## src/rtl/comparator_iter_if.sv

```systemverilog
// Request/response bundle for the iterative branch-condition comparator.
// master drives requests and accepts results; slave is the comparator side.
interface comparator_iter_if #(
  parameter int unsigned N = 32
);
  logic         in_valid;
  logic         in_ready;
  logic [N-1:0] in_a;
  logic [N-1:0] in_b;
  logic [2:0]   in_op;
  logic         out_valid;
  logic         out_ready;
  logic         out_result;
  logic         out_eq;
  logic         out_lt;
  logic         out_illegal;

  modport master (
    output in_valid, in_a, in_b, in_op, out_ready,
    input  in_ready, out_valid, out_result, out_eq, out_lt, out_illegal
  );

  modport slave (
    input  in_valid, in_a, in_b, in_op, out_ready,
    output in_ready, out_valid, out_result, out_eq, out_lt, out_illegal
  );
endinterface

```

## src/rtl/comparator_iter.sv

```systemverilog
// Multi-cycle RISC-V branch-condition comparator, SLICE bits per cycle, MSB slice first.
// Define COMPARATOR_EARLY_EXIT_EN to stop scanning at the first differing slice.
module comparator_iter #(
  parameter int unsigned N     = 32,
  parameter int unsigned SLICE = 8
) (
  input logic         clk,
  input logic         rst_n,
  comparator_iter_if.slave bus
);
  localparam int unsigned SafeSlice = (SLICE == 0) ? 1 : SLICE;
  localparam int unsigned NSL       = N / SafeSlice;
  localparam int unsigned IdxW      = (NSL > 1) ? $clog2(NSL) : 1;

  if ((SLICE == 0) || (SLICE > N) || ((N % SafeSlice) != 0)) begin : g_bad_cfg
    $fatal(1, "comparator_iter: N must be a non-zero multiple of SLICE");
  end

  typedef enum logic [1:0] {StIdle, StScan, StDone} state_e;

  state_e          state_q;
  logic [N-1:0]    a_q, b_q;
  logic [2:0]      op_q;
  logic [IdxW-1:0] idx_q;
  logic            diff_q, eq_q, lt_q;
  logic            in_ready_q, out_valid_q, out_result_q, out_eq_q, out_lt_q, out_illegal_q;

  logic [N-1:0]     a_sh, b_sh;
  logic [SLICE-1:0] sa, sb;
  logic             last, finish, diff_nxt, eq_nxt, lt_nxt, res_nxt, lt_out_nxt;

  always_comb begin
    a_sh = a_q >> (32'(idx_q) * SLICE);
    b_sh = b_q >> (32'(idx_q) * SLICE);
    sa   = a_sh[SLICE-1:0];
    sb   = b_sh[SLICE-1:0];
    // Flipping the sign bit maps two's complement order onto unsigned order.
    if (op_q[2] && !op_q[1] && (idx_q == IdxW'(NSL - 1))) begin
      sa[SLICE-1] = ~sa[SLICE-1];
      sb[SLICE-1] = ~sb[SLICE-1];
    end
    last     = (idx_q == '0);
    finish   = last;
    diff_nxt = diff_q;
    eq_nxt   = eq_q;
    lt_nxt   = lt_q;
    if (sa != sb) begin
      if (!diff_q) begin
        diff_nxt = 1'b1;
        eq_nxt   = 1'b0;
        lt_nxt   = (sa < sb);
      end
`ifdef COMPARATOR_EARLY_EXIT_EN
      finish = 1'b1;
`endif
    end else if (last && !diff_q) begin
      eq_nxt = 1'b1;
      lt_nxt = 1'b0;
    end
    res_nxt    = op_q[2] ? (lt_nxt ^ op_q[0]) : (eq_nxt ^ op_q[0]);
    lt_out_nxt = op_q[2] & lt_nxt;
  end

  always_ff @(posedge clk or negedge rst_n) begin
    if (!rst_n) begin
      state_q       <= StIdle;
      a_q           <= '0;
      b_q           <= '0;
      op_q          <= '0;
      idx_q         <= '0;
      diff_q        <= 1'b0;
      eq_q          <= 1'b0;
      lt_q          <= 1'b0;
      in_ready_q    <= 1'b1;
      out_valid_q   <= 1'b0;
      out_result_q  <= 1'b0;
      out_eq_q      <= 1'b0;
      out_lt_q      <= 1'b0;
      out_illegal_q <= 1'b0;
    end else begin
      case (state_q)
        StIdle: begin
          if (bus.in_valid) begin
            a_q        <= bus.in_a;
            b_q        <= bus.in_b;
            op_q       <= bus.in_op;
            idx_q      <= IdxW'(NSL - 1);
            diff_q     <= 1'b0;
            eq_q       <= 1'b0;
            lt_q       <= 1'b0;
            in_ready_q <= 1'b0;
            state_q    <= (bus.in_op[2:1] == 2'b01) ? StDone : StScan;
          end
        end
        StScan: begin
          diff_q <= diff_nxt;
          eq_q   <= eq_nxt;
          lt_q   <= lt_nxt;
          if (finish) begin
            state_q       <= StDone;
            out_valid_q   <= 1'b1;
            out_result_q  <= res_nxt;
            out_eq_q      <= eq_nxt;
            out_lt_q      <= lt_out_nxt;
            out_illegal_q <= 1'b0;
          end else begin
            idx_q <= idx_q - IdxW'(1);
          end
        end
        StDone: begin
          // Illegal ops arrive here with out_valid low and raise it one edge later.
          if (!out_valid_q) begin
            out_valid_q   <= 1'b1;
            out_result_q  <= 1'b0;
            out_eq_q      <= 1'b0;
            out_lt_q      <= 1'b0;
            out_illegal_q <= 1'b1;
          end else if (bus.out_ready) begin
            out_valid_q   <= 1'b0;
            out_result_q  <= 1'b0;
            out_eq_q      <= 1'b0;
            out_lt_q      <= 1'b0;
            out_illegal_q <= 1'b0;
            in_ready_q    <= 1'b1;
            state_q       <= StIdle;
          end
        end
        default: state_q <= StIdle;
      endcase
    end
  end

  assign bus.in_ready    = in_ready_q;
  assign bus.out_valid   = out_valid_q;
  assign bus.out_result  = out_result_q;
  assign bus.out_eq      = out_eq_q;
  assign bus.out_lt      = out_lt_q;
  assign bus.out_illegal = out_illegal_q;
endmodule
```

## src/flat_wrapper.sv

```systemverilog
// flat-port wrapper written by rule: the top's interface ports become plain ports
module comparator_iter_flat 
#(
  parameter int unsigned N     = 32,
  parameter int unsigned SLICE = 8
)
  (clk, rst_n, bus_in_valid, bus_in_a, bus_in_b, bus_in_op, bus_out_ready, bus_in_ready, bus_out_valid, bus_out_result, bus_out_eq, bus_out_lt, bus_out_illegal);
  comparator_iter_if #(.N(N)) bus_i ();
  input logic clk;
  input logic rst_n;
  input wire logic [$bits(bus_i.in_valid)-1:0] bus_in_valid;
  input wire logic [$bits(bus_i.in_a)-1:0] bus_in_a;
  input wire logic [$bits(bus_i.in_b)-1:0] bus_in_b;
  input wire logic [$bits(bus_i.in_op)-1:0] bus_in_op;
  input wire logic [$bits(bus_i.out_ready)-1:0] bus_out_ready;
  output wire logic [$bits(bus_i.in_ready)-1:0] bus_in_ready;
  output wire logic [$bits(bus_i.out_valid)-1:0] bus_out_valid;
  output wire logic [$bits(bus_i.out_result)-1:0] bus_out_result;
  output wire logic [$bits(bus_i.out_eq)-1:0] bus_out_eq;
  output wire logic [$bits(bus_i.out_lt)-1:0] bus_out_lt;
  output wire logic [$bits(bus_i.out_illegal)-1:0] bus_out_illegal;
  assign bus_i.in_valid = bus_in_valid;
  assign bus_i.in_a = bus_in_a;
  assign bus_i.in_b = bus_in_b;
  assign bus_i.in_op = bus_in_op;
  assign bus_i.out_ready = bus_out_ready;
  assign bus_in_ready = bus_i.in_ready;
  assign bus_out_valid = bus_i.out_valid;
  assign bus_out_result = bus_i.out_result;
  assign bus_out_eq = bus_i.out_eq;
  assign bus_out_lt = bus_i.out_lt;
  assign bus_out_illegal = bus_i.out_illegal;
  comparator_iter #(.N(N), .SLICE(SLICE)) u_core (.clk(clk), .rst_n(rst_n), .bus(bus_i));
endmodule
```

## config.mk

```make
export PLATFORM = sky130hd
export DESIGN_NAME = comparator_iter_flat
export DESIGN_NICKNAME = d
export VERILOG_FILES = /design/src/rtl/comparator_iter_if.sv /design/src/rtl/comparator_iter.sv /design/src/flat_wrapper.sv
export SDC_FILE = /design/constraint.sdc
export NUM_CORES = 1
export LEC_CHECK = 0
export ABC_CLOCK_PERIOD_IN_PS = 6300
export CAP_MARGIN = 25
export CORE_ASPECT_RATIO = 1.1
export CORE_MARGIN = 2
export CORE_UTILIZATION = 50
export CTS_BUF_LIST = sky130_fd_sc_hd__clkbuf_8
export CTS_CLUSTER_DIAMETER = 100
export CTS_CLUSTER_SIZE = 25
export DETAILED_ROUTE_END_ITERATION = 8
export HOLD_SLACK_MARGIN = 0.08
export PLACE_DENSITY = 0.87
export SKIP_LAST_GASP = 1
export SYNTH_ARGS = -nofsm -noshare
export SYNTH_HDL_FRONTEND = slang
export SYNTH_SLANG_ARGS = --single-unit
export TNS_END_PERCENT = 1
```

## constraint.sdc

```tcl
create_clock -name clk -period 6.3 [get_ports clk]
set_clock_uncertainty 0.05 [all_clocks]
set_input_delay 1.89 -clock clk [delete_from_list [all_inputs] [get_ports clk]]
set_output_delay 1.89 -clock clk [all_outputs]
set_load 0.03 [all_outputs]
```

* After elaboration in Yosys (flattened, before gate mapping)
Index checks and enable logic that the tools add are counted.
** Cells by class
- Add/subtract/negate cells :: 1
- $lt $le $gt $ge :: 1
- Equality and inequality tests :: 12
- Shift-type cells :: 2
- Mux-type cells :: 41
- Bitwise logic cells :: 5
- Reduce and logical (&&, ||, !) cells :: 18
** Operator list (number)
- 32-bit by 5-bit >> shifter with 8-bit output :: 2
- 1-bit two-way mux :: 23
- 1-bit case mux with 2 select lines :: 9
- 2-bit two-way mux :: 7
- 3-bit AND reduction :: 3
- 8-bit less-than comparator :: 1
- 8-bit != test :: 1
- 4-bit AND reduction :: 2
- 2-bit by 1-bit != test with 1-bit output (second input constant) :: 3
- 2-bit != test (second input constant) :: 3
- 2-bit case mux with 3 select lines :: 1
- 2-bit AND reduction :: 3
- 2-bit nonzero test :: 3
- 2-bit by 1-bit == test with 1-bit output (second input constant) :: 2
- 2-bit == test (second input constant) :: 2
- 2-bit logical NOT :: 2
- 2-bit case mux with 2 select lines :: 1
- 1-bit logical AND :: 3
- 3-bit != test (second input constant) :: 1
- 1-bit logical NOT :: 2
- 1-bit NOT :: 2
- 2-bit by 1-bit subtractor with 2-bit output (second input constant) :: 1
- 1-bit bitwise XOR :: 2
- 1-bit AND :: 1
** Word-level totals
- Bits in registers :: 80
- Input bits :: 71
- Output and inout bits :: 6
- Logic and storage cells :: 94

* Logic depth before layout (Yosys ltp)
- Depth in word-level cells :: 11
- Mapped depth :: 11
- Mapped depth without buffers :: 10

* Least setup slack after synthesis
OpenSTA, ideal clock, no wires.
- Kind :: flip-flop to flip-flop
- Start point :: reg u_core.idx_q[0]
- End point :: reg u_core.out_result_q (netlist: u_core.bus.out_result)
- Setup time :: 0.138 ns
- Arrival time :: 2.832 ns
- Data required time :: 6.112 ns
- Path slack :: 3.279 ns
- Stages on the path, launching flop included :: 11
- Clock period less this slack :: 3.021 ns
- Cell sequence :: dfrtp_1 buf_2 buf_2 mux4_2 ha_1 a211oi_2 nor2_1 or3_1 o32a_1 o2111ai_2 o311ai_2
** On the way
- Word-level cells in the longest chain between the ends :: 10
- Elaborated cells on any way between the ends :: 24
- Those cells by class :: order compare: 1; eq/ne: 3; shift: 2; mux: 10; bitwise: 4; reduce/logical: 4
** Ends and longest elaborated chain
- start, declared :: line comparator_iter.sv:24 : logic [IdxW-1:0] idx_q;
- start signal, assigned :: line comparator_iter.sv:87 : idx_q <= IdxW'(NSL - 1);
- start signal, assigned :: line comparator_iter.sv:107 : idx_q <= idx_q - IdxW'(1);
- 32-bit by 5-bit >> shifter with 8-bit output, or another cell as far along :: line comparator_iter.sv:33 : a_sh = a_q >> (32'(idx_q) * SLICE);
- 1-bit NOT, or another cell as far along :: line comparator_iter.sv:39 : sa[SLICE-1] = ~sa[SLICE-1];
- 1-bit two-way mux :: line comparator_iter.sv:38 : if (op_q[2] && !op_q[1] && (idx_q == IdxW'(NSL - 1))) begin
- 8-bit less-than comparator :: line comparator_iter.sv:51 : lt_nxt = (sa < sb);
- 1-bit two-way mux :: line comparator_iter.sv:48 : if (!diff_q) begin
- 1-bit two-way mux :: line comparator_iter.sv:47 : if (sa != sb) begin
- 1-bit bitwise XOR :: line comparator_iter.sv:60 : res_nxt = op_q[2] ? (lt_nxt ^ op_q[0]) : (eq_nxt ^ op_q[0]);
- 1-bit two-way mux :: line comparator_iter.sv:60
- 1-bit two-way mux :: line comparator_iter.sv:99 : if (finish) begin
- 1-bit case mux with 2 select lines :: line comparator_iter.sv:81 : case (state_q)
- end signal, assigned :: line comparator_iter.sv:102 : out_result_q <= res_nxt;
- end, declared :: line comparator_iter.sv:26 : logic in_ready_q, out_valid_q, out_result_q, out_eq_q, out_lt_q, out_illegal_q;
Several ways; a longest one is shown, not always the timed one. The select of a mux whose other input is x is not followed.
A chain may end at the register's enable or synchronous reset.

* Worst setup path after layout
- Start point :: in bus_in_valid
- End point :: reg u_core.a_q[26]
** On the way
- Word-level cells in the longest chain between the ends :: 1
** Ends and longest elaborated chain
- start, declared :: line flat_wrapper.sv:11 : input wire logic [$bits(bus_i.in_valid)-1:0] bus_in_valid;
- 2-bit AND reduction (no source line)
- end signal, assigned :: line comparator_iter.sv:84 : a_q <= bus.in_a;
- end, declared :: line comparator_iter.sv:22 : logic [N-1:0] a_q, b_q;
No other way between the ends.

==> results.sh <==
export IMPL_outcome="finished clean"
export IMPL_min_from="u_core.bus.in_ready$_DFFE_PN1P_"
export IMPL_hp_class="flip-flop to flip-flop"
export IMPL_synth_seq_cells=80
export IMPL_rrSetupSlack_ps=3160
export IMPL_synth_edff_count=0
export IMPL_whs_ps=445
export IMPL_start_util_pct=51.2
export IMPL_final_area_um2=4800
export IMPL_ctsHoldBuffers=0
export IMPL_crit_path_start_kind="primary input"
export IMPL_drt_pass1_iter_count=5
export IMPL_clkLatencyLatePin_ps=340
export IMPL_drt_wl_total_mm=7.54
export IMPL_multi_input_area_um2=1670
export IMPL_avgSynthCellArea_um2=14.1
export IMPL_place_gp_congestion=0.807
export IMPL_whs_endpoint="u_core.bus.in_ready$_DFFE_PN1P_"
export IMPL_clock_sinks=80
export IMPL_core_um2=7390
export IMPL_syn_area_um2=3780
export IMPL_yosysWarnings=0
export IMPL_dieWidth_um=86.9
export IMPL_drc=0
export IMPL_vdd_drop_max_uv=182
export IMPL_report_final_setup_viol=0
export IMPL_post_route_period_util_pct=61.6
export IMPL_clock_root_buffer="clkbuf_8"
export IMPL_antenna_found_initial=0
export IMPL_grt_remaining_overflow=0
export IMPL_r2r_cells=9
export IMPL_powerDensity_nw_per_um2=470
export IMPL_crit_path_start="bus_in_valid"
export IMPL_crit_type="primary input to flip-flop"
export IMPL_r2r_start="u_core.idx_q[1]$_DFFE_PN0P_"
export IMPL_synth_area_leader_cell="dfrtp_1"
export IMPL_regArea_um2=2000
export IMPL_finish_utilization_pct=65.0
export IMPL_postCtsResizedCells=0
export IMPL_synthCells=268
export IMPL_grt_start_max_net_pins=81
export IMPL_setup_ws_ps=2420
export IMPL_num_antenna_cells=0
export IMPL_dr_first_iter_drc_count=115
export IMPL_synth_nets=349
export IMPL_synth_most_common_cell="dfrtp_1"
export IMPL_grt_pass1_wl_mm=12.0
export IMPL_die_area_um2=8270
export IMPL_rows=33
export IMPL_viasPerCell=5.69
export IMPL_htreeDepth=3
export IMPL_drive_gt1_share_pct=29.8
export IMPL_dpl_cell_area_um2=4600
export IMPL_via_count=2483
export IMPL_max_slew_worst_pin_slew_ps=913
export IMPL_routedWlPerCell_um=17.3
export IMPL_grt_setup_unrepaired="no"
export IMPL_crit_arrival_ps=4050
export IMPL_holdPathStages=2
export IMPL_syn_to_final_growth_pct=27.0
export IMPL_post_cts_buffers=0
export IMPL_async_flop_share_pct=100
export IMPL_cts_tree="done"
export IMPL_grt_usage_pct=19.3
export IMPL_pin_count=77
export IMPL_die_h_um=95.2
export IMPL_synth_cell_types=37
export IMPL_maxCapViolations=0
export IMPL_grt_pass1_vias=2534
export IMPL_leakagePower_nw=2.01
export IMPL_tns_ps=0
export IMPL_layout_min_cycle_time_ps=3880
export IMPL_hpwl_mm=5.25
export IMPL_synth_area_top_cells="dfrtp_1, mux2_2, mux4_2"
export IMPL_place_inst=419
export IMPL_total_power_mw=2.26
export IMPL_fillers=552
export IMPL_cts_max_path_buffers=2
export IMPL_path_clk_slew_ps=80
export IMPL_instances_no_fill=436
export IMPL_report_final_hold_viol_count=0
export IMPL_yosysSeqAreaShare_pct=53.0
export IMPL_ant_nets=0
export IMPL_finish_net_count=426
export IMPL_cp_required_ps=6470
export IMPL_place_ws_ps=1880
export IMPL_synth_top_area_share_pct=52.3
export IMPL_io_buffers=76
export IMPL_synthFlopType="dfrtp_1"
export IMPL_numCtsBuffers=9
export IMPL_relSlewSlack_pct=39.1
export IMPL_r2r_end="u_core.bus.out_result$_DFFE_PN0P_"
export IMPL_synth_top_cells_by_count="dfrtp_1, mux2_2, mux4_2"
export IMPL_slew_violations=0
export IMPL_cp_max_fo=28
export IMPL_max_freq_mhz=258
export IMPL_end_kind="flip-flop"
cells by family after synthesis:
family	share of synthesized area, %
fa+ha+maj	3.31
buf+inv	3.08
xor+xnor	0.463
compound gates	6.85
flops	53.0
mux	29.5
simple gates	3.84
layout make-up:
class                   count  area share [%]
flip-flops and latches     80            41.7
clock buffers               9            2.58
multi-input cells         161            34.7
well taps                  87            2.27
repair buffers             80            17.2
clock inverters             6           0.495
inverters                  13            1.02
sequential cells by signal, indices dropped and copies added, names as in the netlist:
signal,flops
u_core.eq_q,1
u_core.bus.out_eq,1
u_core.bus.in_ready,1
u_core.bus.out_illegal,1
u_core.bus.out_valid,1
u_core.bus.out_lt,1
u_core.a_q,32
u_core.bus.out_result,1
u_core.state_q,2
u_core.b_q,32
u_core.lt_q,1
u_core.diff_q,1
u_core.idx_q,2
u_core.op_q,3
per-layer routing:
layer	global-route usage [%]	share of wire (%)	routed length [um]
met5	0	0	0
met1	25.5	43	3260
met4	8.33	1.9	141
met3	2.86	3.7	281
met2	31.7	51	3860
critical path: stages:
cell,delay [ps]
clkdlybuf4s50_1,520
nand2b_1,140
nor2_4,510
buf_16,240
buf_4,350
mux2_2,390
layout by cell type, fill, tap and decap left out, types with 2 or more instances in the layout:
cell type        netlist  layout
ha_1                  10      10
buf_16                 0       2
a22o_1                 3       3
nand2_1                9       9
dfrtp_1               79      79
a22oi_1                2       2
o21ai_0               13      13
nand4_1                2       2
nor3_1                 2       2
clkdlybuf4s50_1        0      75
inv_1                 13      18
nand2b_1               3       3
mux2_2                67      67
buf_4                  1       3
nor2_1                 5       5
a21oi_1                8       8
nor2b_1                3       3
mux4_2                16      16
clkbuf_8               0       9
power by group:
part           internal (mW)  switching [mW]  leakage, nW
sequential             0.766           0.166        0.948
combinational          0.592           0.431        0.966
clock                  0.133           0.169       0.0953
worst max-delay path by stage:
stage / endpoint / slack (ps) / depth (start not counted)
2_1_floorplan: u_core.bus.out_result$_DFFE_PN0P_ / 3280 / 10
3_3_place_gp: u_core.a_q[2]$_DFFE_PN0P_ / 1920 / 5
3_5_place_dp: u_core.a_q[10]$_DFFE_PN0P_ / 1880 / 5
4_1_cts: u_core.a_q[8]$_DFFE_PN0P_ / 2230 / 5
5_1_grt: u_core.a_q[8]$_DFFE_PN0P_ / 2340 / 6
6_report: u_core.a_q[26]$_DFFE_PN0P_ / 2420 / 6
(Power assumes the default switching activity.)
